[src/rtl/normalize_round_pipe.sv]
// normalize_round_pipe
//   Two-stage normalize-and-round pipeline. Converts an unnormalized
//   sign/exponent/magnitude value into a rounded float with a hidden bit,
//   FRAC_WIDTH fraction bits and a signed unbiased exponent.
//   S1 registers the input together with its leading-zero count.
//   S2 left-shifts by that count, rounds to nearest even, clamps the exponent
//   range and drives the out* ports.
// Ports
//   clock, resetn               rising-edge clock, asynchronous active-low reset
//   inValid/inReady             input handshake (inReady is combinational from outReady)
//   inSign, inExp, inMag        value = (inMag / 2^(IN_WIDTH-1)) * 2^inExp
//   outValid/outReady           output handshake
//   outSign, outExp, outFrac    rounded result
//   outZero, outOverflow,
//   outUnderflow, outInexact    result classification flags
module normalize_round_pipe #(
  parameter int IN_WIDTH   = 16,
  parameter int FRAC_WIDTH = 7,
  parameter int EXP_WIDTH  = 10,
  parameter int EXP_MAX    = 127,
  parameter int EXP_MIN    = -126
) (
  input  logic                        clock,
  input  logic                        resetn,
  input  logic                        inValid,
  output logic                        inReady,
  input  logic                        inSign,
  input  logic signed [EXP_WIDTH-1:0] inExp,
  input  logic [IN_WIDTH-1:0]         inMag,
  output logic                        outValid,
  input  logic                        outReady,
  output logic                        outSign,
  output logic signed [EXP_WIDTH-1:0] outExp,
  output logic [FRAC_WIDTH-1:0]       outFrac,
  output logic                        outZero,
  output logic                        outOverflow,
  output logic                        outUnderflow,
  output logic                        outInexact
);

  localparam int LZC_W = $clog2(IN_WIDTH + 1);
  localparam int EW2   = EXP_WIDTH + 2;
  // Number of shifted bits below the fraction field, excluding the guard bit.
  localparam int LOW_W = IN_WIDTH - 2 - FRAC_WIDTH;
  localparam logic signed [EW2-1:0] E_MAX = EW2'(EXP_MAX);
  localparam logic signed [EW2-1:0] E_MIN = EW2'(EXP_MIN);

  // Handshake
  logic s1_adv, s2_adv;

  // Stage 1 registers
  logic                        s1_valid_q, s1_valid_d;
  logic                        s1_sign_q,  s1_sign_d;
  logic signed [EXP_WIDTH-1:0] s1_exp_q,   s1_exp_d;
  logic [IN_WIDTH-1:0]         s1_mag_q,   s1_mag_d;
  logic [LZC_W-1:0]            s1_lzc_q,   s1_lzc_d;
  logic                        s1_zero_q,  s1_zero_d;

  // Stage 2 registers
  logic                        s2_valid_q,   s2_valid_d;
  logic                        s2_sign_q,    s2_sign_d;
  logic signed [EXP_WIDTH-1:0] s2_exp_q,     s2_exp_d;
  logic [FRAC_WIDTH-1:0]       s2_frac_q,    s2_frac_d;
  logic                        s2_zero_q,    s2_zero_d;
  logic                        s2_ovf_q,     s2_ovf_d;
  logic                        s2_unf_q,     s2_unf_d;
  logic                        s2_inexact_q, s2_inexact_d;

  // Stage 2 datapath
  logic [LZC_W-1:0]      lzc;
  logic [IN_WIDTH-1:0]   sh;
  logic [FRAC_WIDTH-1:0] f, f_rnd;
  logic                  g, sticky, round_up, carry, is_zero;
  logic [EW2-1:0]        exp_ext;
  logic signed [EW2-1:0] e_sum;

  assign s2_adv  = !s2_valid_q || outReady;
  assign s1_adv  = !s1_valid_q || s2_adv;
  assign inReady = s1_adv;

  // Leading-zero count: scanning upward, the last set bit seen is the MSB.
  always_comb begin
    lzc = LZC_W'(IN_WIDTH);
    for (int unsigned i = 0; i < IN_WIDTH; i++) begin
      if (inMag[i]) lzc = LZC_W'(IN_WIDTH - 1 - i);
    end
  end

  always_comb begin
    s1_valid_d = s1_valid_q;
    s1_sign_d  = s1_sign_q;
    s1_exp_d   = s1_exp_q;
    s1_mag_d   = s1_mag_q;
    s1_lzc_d   = s1_lzc_q;
    s1_zero_d  = s1_zero_q;
    if (s1_adv) begin
      s1_valid_d = inValid;
      if (inValid) begin
        s1_sign_d = inSign;
        s1_exp_d  = inExp;
        s1_mag_d  = inMag;
        s1_lzc_d  = lzc;
        s1_zero_d = (inMag == '0);
      end
    end
  end

  always_comb begin
    sh     = s1_mag_q << s1_lzc_q;
    f      = sh[IN_WIDTH-2 -: FRAC_WIDTH];
    g      = sh[LOW_W];
    sticky = 1'b0;
    for (int unsigned i = 0; i < LOW_W; i++) begin
      sticky = sticky | sh[i];
    end
    round_up = g & (sticky | f[0]);
    carry    = round_up & (&f);
    f_rnd    = f + FRAC_WIDTH'(round_up);
    exp_ext  = {{2{s1_exp_q[EXP_WIDTH-1]}}, s1_exp_q};
    e_sum    = exp_ext - EW2'(s1_lzc_q) + EW2'(carry);
    // After normalization the hidden bit is clear only for a zero magnitude.
    is_zero  = s1_zero_q | ~sh[IN_WIDTH-1];
  end

  always_comb begin
    s2_valid_d   = s2_valid_q;
    s2_sign_d    = s2_sign_q;
    s2_exp_d     = s2_exp_q;
    s2_frac_d    = s2_frac_q;
    s2_zero_d    = s2_zero_q;
    s2_ovf_d     = s2_ovf_q;
    s2_unf_d     = s2_unf_q;
    s2_inexact_d = s2_inexact_q;
    if (s2_adv) begin
      s2_valid_d = s1_valid_q;
      if (s1_valid_q) begin
        s2_sign_d    = s1_sign_q;
        s2_zero_d    = 1'b0;
        s2_ovf_d     = 1'b0;
        s2_unf_d     = 1'b0;
        s2_exp_d     = '0;
        s2_frac_d    = '0;
        s2_inexact_d = 1'b0;
        if (is_zero) begin
          s2_zero_d = 1'b1;
        end else if (e_sum > E_MAX) begin
          s2_ovf_d     = 1'b1;
          s2_exp_d     = EXP_WIDTH'(EXP_MAX);
          s2_frac_d    = '1;
          s2_inexact_d = 1'b1;
        end else if (e_sum < E_MIN) begin
          s2_unf_d     = 1'b1;
          s2_zero_d    = 1'b1;
          s2_inexact_d = 1'b1;
        end else begin
          s2_exp_d     = e_sum[EXP_WIDTH-1:0];
          s2_frac_d    = f_rnd;
          s2_inexact_d = g | sticky;
        end
      end
    end
  end

  always_ff @(posedge clock or negedge resetn) begin
    if (!resetn) begin
      s1_valid_q   <= 1'b0;
      s1_sign_q    <= 1'b0;
      s1_exp_q     <= '0;
      s1_mag_q     <= '0;
      s1_lzc_q     <= '0;
      s1_zero_q    <= 1'b0;
      s2_valid_q   <= 1'b0;
      s2_sign_q    <= 1'b0;
      s2_exp_q     <= '0;
      s2_frac_q    <= '0;
      s2_zero_q    <= 1'b0;
      s2_ovf_q     <= 1'b0;
      s2_unf_q     <= 1'b0;
      s2_inexact_q <= 1'b0;
    end else begin
      s1_valid_q   <= s1_valid_d;
      s1_sign_q    <= s1_sign_d;
      s1_exp_q     <= s1_exp_d;
      s1_mag_q     <= s1_mag_d;
      s1_lzc_q     <= s1_lzc_d;
      s1_zero_q    <= s1_zero_d;
      s2_valid_q   <= s2_valid_d;
      s2_sign_q    <= s2_sign_d;
      s2_exp_q     <= s2_exp_d;
      s2_frac_q    <= s2_frac_d;
      s2_zero_q    <= s2_zero_d;
      s2_ovf_q     <= s2_ovf_d;
      s2_unf_q     <= s2_unf_d;
      s2_inexact_q <= s2_inexact_d;
    end
  end

  assign outValid     = s2_valid_q;
  assign outSign      = s2_sign_q;
  assign outExp       = s2_exp_q;
  assign outFrac      = s2_frac_q;
  assign outZero      = s2_zero_q;
  assign outOverflow  = s2_ovf_q;
  assign outUnderflow = s2_unf_q;
  assign outInexact   = s2_inexact_q;

endmodule
[config.mk]
export PLATFORM = sky130hd
export DESIGN_NAME = normalize_round_pipe
export DESIGN_NICKNAME = d
export VERILOG_FILES = /design/src/rtl/normalize_round_pipe.sv
export SDC_FILE = /design/constraint.sdc
export NUM_CORES = 1
export LEC_CHECK = 0
export CAP_MARGIN = 20
export CORE_UTILIZATION = 55
export CTS_CLUSTER_DIAMETER = 80
export DETAILED_ROUTE_END_ITERATION = 10
export PLACE_DENSITY = 0.76
export SYNTH_ARGS = -nofsm -noshare
export SYNTH_HDL_FRONTEND = slang
export SYNTH_SLANG_ARGS = --single-unit
[constraint.sdc]
create_clock -name clock -period 6.44 [get_ports clock]
set_input_delay 1.288 -clock clock [delete_from_list [all_inputs] [get_ports clock]]
set_output_delay 1.288 -clock clock [all_outputs]
set_load 0.02 [all_outputs]
==> impl_metrics.ini, run 1 <==
[status]
status = finished clean

[grt]
globalRouteOverflowTotal = 0
grt_start_max_net_pins = 58
grt_pass1_wl_um = 14600
antenna_found_initial = 0
grt_pass1_vias = 3057
grt_use_total_pct = 25.3

[timing]
worst_pin_slew_ns = 0.919
slew_headroom_pct = 38.8
setup_tns_ns = 0
report.final.slew_viol_count = 0
rsz0062_at_grt = false
fmax_mhz = 175
worst_slack_ns = 0.739
setup_violations = 0
finalHoldViolCount = 0
finClkSkew_ns = 0.00469
hold_slack_ns = 0.478
period_minus_slack_ns = 5.70
fin_crit_sh_pct = 88.5

[worst_setup_path]
critical_path_required_ns = 6.71
crit_slowest_cell = dfrtp_1
path_buf_inv = 1
rrSetupSlack_ns = 0.74
start_kind = register
critPathMaxStageDelay_ns = 0.95
startpoint = s1_lzc_q[0]$_DFFE_PN0P_
arrival_ns = 5.97
critical_path_class = reg -> reg
cp-end-kind = register
regToRegStartpoint = s1_lzc_q[0]$_DFFE_PN0P_
path_cells = mux2i_1 -> mux2_4 -> a2bb2oi_1 -> o31ai_1 -> nand2_1 -> nor3_1 -> nand3_1 -> ha_1 -> inv_1 -> ha_1 -> fa_1 -> a211oi_1 -> o21ai_0 -> a31oi_1 -> xor2_1 -> o41ai_1 -> and2_1 -> a221o_1
cp_common_cell = ha_1
crit_path_max_fanout = 23
crit_family = compound AO/OA/AOI/OAI gates

[synth]
synth.cell_area_sq_um = 3840
synth_edf_count = 0
synth_area_leaders = dfrtp_1 (37%), nand2_1 (8.2%), ha_1 (5.5%)
ys_ff_latch = 57
synth_top_area_share_pct = 37.2
ys_warn_count = 0
syn_area_per_cell_sq_um = 9.45
yosysTopAreaCell = dfrtp_1
synth_flop_cell = dfrtp_1
ys_seq_area_share_pct = 37.2
syn-num-nets = 455
synth_cells = 406
postSynth.asyncResetShare_pct = 100
ys_types = 63

[power_and_ir_drop]
pwr-share-comb_pct = 40.6
p_switching_uw = 530
p_seq_share_pct = 32.3
switching_share_pct = 34.6
power_density_nw_per_um2 = 332
vdd_drop_max_v = 0.000135
p_int_uw = 1000
p_clk_share_pct = 27.1
total_leakage_power_uw = 0.00212
power.total_uw = 1530

[clock_tree]
cts_resized = 0
cts_buffers = 9
clk_latency_ns = 0.33
clock_path_buffers = 2
clk_pin_slew_worst_paths_ns = 0.07
clkSinkCount = 57
root_buffer = clkbuf_8
post_cts_buffers = 0
h-tree-depth = 3
cts_hold_buffers = 0
cts_tree = built

[routing]
vias = 3240
wire_per_inst_um = 15.9
drt-vias-per-instance = 6.03
finalWirelength_um = 8520
firstDrtPassIters = 7
drc_errors = 0
drtAntennaViolNets = 0
drt_iter0_drc = 129

[hold_path]
hold_class = reg -> reg
hp-start = outExp[8]$_DFFE_PN0P_

[finish]
fin_util_pct = 68.3
finalNetCount = 501
drive_gt1_share_pct = 8.97
area_growth_pct = 20.2
diodes = 0

[place]
pre_cts_slack_ns = 0.770
gp_congestion = 0.873
dp_hpwl_um = 6230
io_buffers = 54

[floorplanning]
fp.dieH_um = 85.5
rows = 30
die_w_um = 85.5
start_util_pct = 56.8
coreArea_sq_um = 6760
dieArea_sq_um = 7320
top_level_ports = 55

[flow_run]
maxCapViolCount = 0
[registers in the layout, summed over array words and instances (netlist names)]
name / cells
outExp: 10
outFrac: 7
outInexact: 1
outOverflow: 1
outSign: 1
outUnderflow: 1
outValid: 1
outZero: 1
s1_exp_q: 10
s1_lzc_q: 5
s1_mag_q: 16
s1_sign_q: 1
s1_valid_q: 1
s1_zero_q: 1
[synthesized netlist by cell type, types with 5 or more instances]
master	instances
ha_1	17
a21o_1	8
mux4_2	6
mux2_2	7
a221o_1	11
and2_1	7
a211oi_1	5
nand2_1	84
a21oi_1	13
nand2b_1	10
nor2_1	21
clkbuf_1	13
xor2_1	5
o21ai_0	22
dfrtp_1	57
nor3_1	9
inv_1	15
mux4_1	6
mux2i_1	7
[cell type report]
type | instances | area [sq um]
multi-input cells | 310 | 2220
fillers | 535 | 2140
flip-flops and latches | 57 | 1430
repair buffers | 56 | 551
clock buffers | 11 | 141
clock inverters | 5 | 103
well taps | 80 | 100
inverters | 18 | 67.6
[worst paths after layout]
check / depth (start not counted) / end
min in group asynchronous: 2 / outExp[4]$_DFFE_PN0P_
max reg2reg: 18 / outFrac[5]$_DFFE_PN0P_
max in group asynchronous: 2 / s1_mag_q[3]$_DFFE_PN0P_
min: 1 / outExp[8]$_DFFE_PN0P_
max: 18 / outFrac[5]$_DFFE_PN0P_
min reg2reg: 1 / outExp[8]$_DFFE_PN0P_
[logic make-up after synthesis]
family                   synth area share (%)
AND/OR/NAND/NOR                          20.2
AO/OA/AOI/OAI                            17.4
flip-flops                               37.2
buffers and inverters                    4.86
multiplexers                             12.3
adder cells (fa/ha/maj)                  6.06
XOR/XNOR                                 2.05
[power groups by stage]
stage / Clock, uW / Combinational, uW / Sequential (uW)
2_1_floorplan: 0 / 378 / 536
3_3_place_gp: 0 / 600 / 498
3_5_place_dp: 0 / 613 / 503
4_1_cts: 418 / 618 / 496
5_1_grt: 437 / 677 / 507
6_report: 415 / 622 / 495
[metal layers]
layer  track usage (%)  vias up  wire length (um)
li1                  -     1579                 -
met2              40.0      101              3960
met1              35.8     1550              4040
met4              9.39        0               105
met5                 0        -                 0
met3              3.56       10               410
[placed cells by master, fill, tap and decap left out, drive strengths merged, types with 9 or more instances in the layout]
| cell | count |
|---|---|
| clkdlybuf4s50 | 53 |
| a221o | 11 |
| mux2 | 9 |
| a21oi | 13 |
| nand2b | 10 |
| mux4 | 12 |
| nand2 | 84 |
| inv | 16 |
| dfrtp | 57 |
| nor3 | 9 |
| clkbuf | 11 |
| ha | 17 |
| o21ai | 22 |
| nor2 | 21 |
[per-stage QoR]
step / cell area (sq um) / cells
floorplan: 3840 / 406
global placement: 4370 / 521
detailed placement: 4370 / 521
CTS: 4610 / 537
global route: 4610 / 537
finish: 4610 / 537
Note: power is estimated with default switching activity, not from simulation.
==> run 2: changes to the inputs <==
- CORE_MARGIN: not set -> 1
- PLACE_DENSITY: 0.76 -> 0.83
==> impl_metrics.ini, run 2 (same netlist as run 1, synthesis figures left out) <==
[status]
status = finished clean

[power_and_ir_drop]
power_density_nw_per_um2 = 321
total_leakage_power_uw = 0.00211
vdd_drop_max_v = 0.000180

[floorplanning]
die_w_um = 85.5
rows = 30
dieArea_sq_um = 7320
fp.dieH_um = 85.5
coreArea_sq_um = 6760
start_util_pct = 56.8
top_level_ports = 55

[worst_setup_path]
start_kind = register
path_cells = mux2i_1 -> mux2_4 -> a2bb2oi_1 -> o31ai_1 -> nand2_1 -> nor3_1 -> nand3_1 -> ha_1 -> inv_1 -> ha_1 -> fa_1 -> a211oi_1 -> o21ai_0 -> a31oi_1 -> xor2_1 -> o41ai_1 -> and2_1 -> a221o_1
worstRegToRegCells = 18
arrival_ns = 6.04
rrSetupSlack_ns = 0.68
critPathMaxStageDelay_ns = 0.96
cp_common_cell = ha_1
cp-end-kind = register
crit_path_max_fanout = 23
critical_path_required_ns = 6.71
critical_path_class = reg -> reg
crit_slowest_cell = dfrtp_1
r2r-end = outFrac[5]$_DFFE_PN0P_
regToRegStartpoint = s1_lzc_q[0]$_DFFE_PN0P_

[finish]
fin_cells = 537
diodes = 0
drive_gt1_share_pct = 8.97
design_area_sq_um = 4580
top_register = s1_mag_q
final_common_cell = nand2_1
mostFrequentLayoutCells = nand2_1 (84), dfrtp_1 (57), clkdlybuf4s50_1 (53)
largest_reg_flops = 16
finalNetCount = 501
area_growth_pct = 19.3

[clock_tree]
root_buffer = clkbuf_8
cts_tree = built
cts_buffers = 9
clock_path_buffers = 2
post_cts_buffers = 0
h-tree-depth = 3
clkSinkCount = 57
clk_latency_ns = 0.34
cts_hold_buffers = 0
cts_resized = 0
clk_pin_slew_worst_paths_ns = 0.06

[routing]
drtAntennaViolNets = 0
vias = 3209
drt-vias-per-instance = 5.98
firstDrtPassIters = 4
drc_errors = 0
wire_per_inst_um = 15.5
drt_iter0_drc = 169
finalWirelength_um = 8340

[hold_path]
hold_class = reg -> reg
hold_end = outOverflow$_DFFE_PN0P_
hp-start = outOverflow$_DFFE_PN0P_
whs_path_depth = 1

[grt]
globalRouteOverflowTotal = 0
grt_pass1_wl_um = 13900
antenna_found_initial = 0
grt_start_max_net_pins = 58
grt_use_total_pct = 24.4
grt_pass1_vias = 2921

[flow_run]
maxCapViolCount = 0

[timing]
fin_crit_sh_pct = 89.5
setup_violations = 0
finClkSkew_ns = 0.0102
worst_pin_slew_ns = 0.937
finalHoldViolCount = 0
slew_headroom_pct = 37.5
period_minus_slack_ns = 5.76
fmax_mhz = 173
setup_tns_ns = 0
rsz0062_at_grt = false
report.final.slew_viol_count = 0

[place]
place_area_sq_um = 4370
dp_hpwl_um = 6030
io_buffers = 54
place_inst = 521
gp_congestion = 0.892
==> run 2: cell count changes in the layout (fill, tap and decap cells not counted), sizes merged <==
cell / delta
bufinv: -1
clkbuf: -1
clkinv: +2
==> run 2: worst max path at each step <==
stage                                  from                endpoint  slack, ns  cells after the start
global placement    s1_lzc_q[0]$_DFFE_PN0P_  outFrac[2]$_DFFE_PN0P_       0.98                     18
finish              s1_lzc_q[0]$_DFFE_PN0P_  outFrac[5]$_DFFE_PN0P_       0.68                     18
detailed placement  s1_lzc_q[0]$_DFFE_PN0P_  outFrac[5]$_DFFE_PN0P_       0.70                     18
floorplan           s1_lzc_q[0]$_DFFE_PN0P_  outFrac[0]$_DFFE_PN0P_       1.74                     21
CTS                 s1_lzc_q[0]$_DFFE_PN0P_  outFrac[5]$_DFFE_PN0P_       0.69                     18
global route        s1_lzc_q[0]$_DFFE_PN0P_  outFrac[2]$_DFFE_PN0P_       0.13                     18
==> run 2: worst max-delay path: cells and delay by family (launching register included) <==
| kind | cells | cell delay, ns |
|---|---|---|
| and+or+nand+nor | 4 | 0.90 |
| buffers and inverters | 1 | 0.04 |
| DFF | 1 | 0.96 |
| muxes | 2 | 0.55 |
| xor gates and xnor gates | 1 | 0.16 |
| adders and majority gates | 3 | 0.91 |
| AOI/OAI and AO/OA | 7 | 2.17 |
==> run 2: per-layer routing <==
layer	global-route usage, %	wire (um)	vias to the layer above
li1	-	-	1574
met1	34.1	3950	1508
met2	37.7	3800	109
met3	4.14	415	18
met4	10.6	176	0
met5	0	0	-
==> run 2: cell type report <==
type,instances,area (sq um)
well taps,80,100
multi-input cells,310,2220
inverters,18,67.6
clock inverters,6,82.6
fillers,548,2180
clock buffers,10,128
flip-flops and latches,57,1430
repair buffers,56,551
==> run 2: where the power goes <==
group	internal, uW	leakage (uW)	switching, uW	total (uW)
clock network	216	0.000106	144	359
registers	430	0.000723	65.2	495
logic	304	0.00128	314	618
==> run 2: stage by stage <==
step / setup slack [ns] / total power [uW] / util (%) / hold WS [ns]
3_5_place_dp: 0.696 / 1110 / 64.7 / 0.463
2_1_floorplan: 1.74 / 914 / - / 0.438
6_report: 0.676 / 1470 / 67.8 / 0.472
4_1_cts: 0.692 / 1480 / 67.8 / 0.479
3_3_place_gp: 0.985 / 1100 / 64.7 / 0.456
5_1_grt: 0.125 / 1560 / 67.8 / 0.491
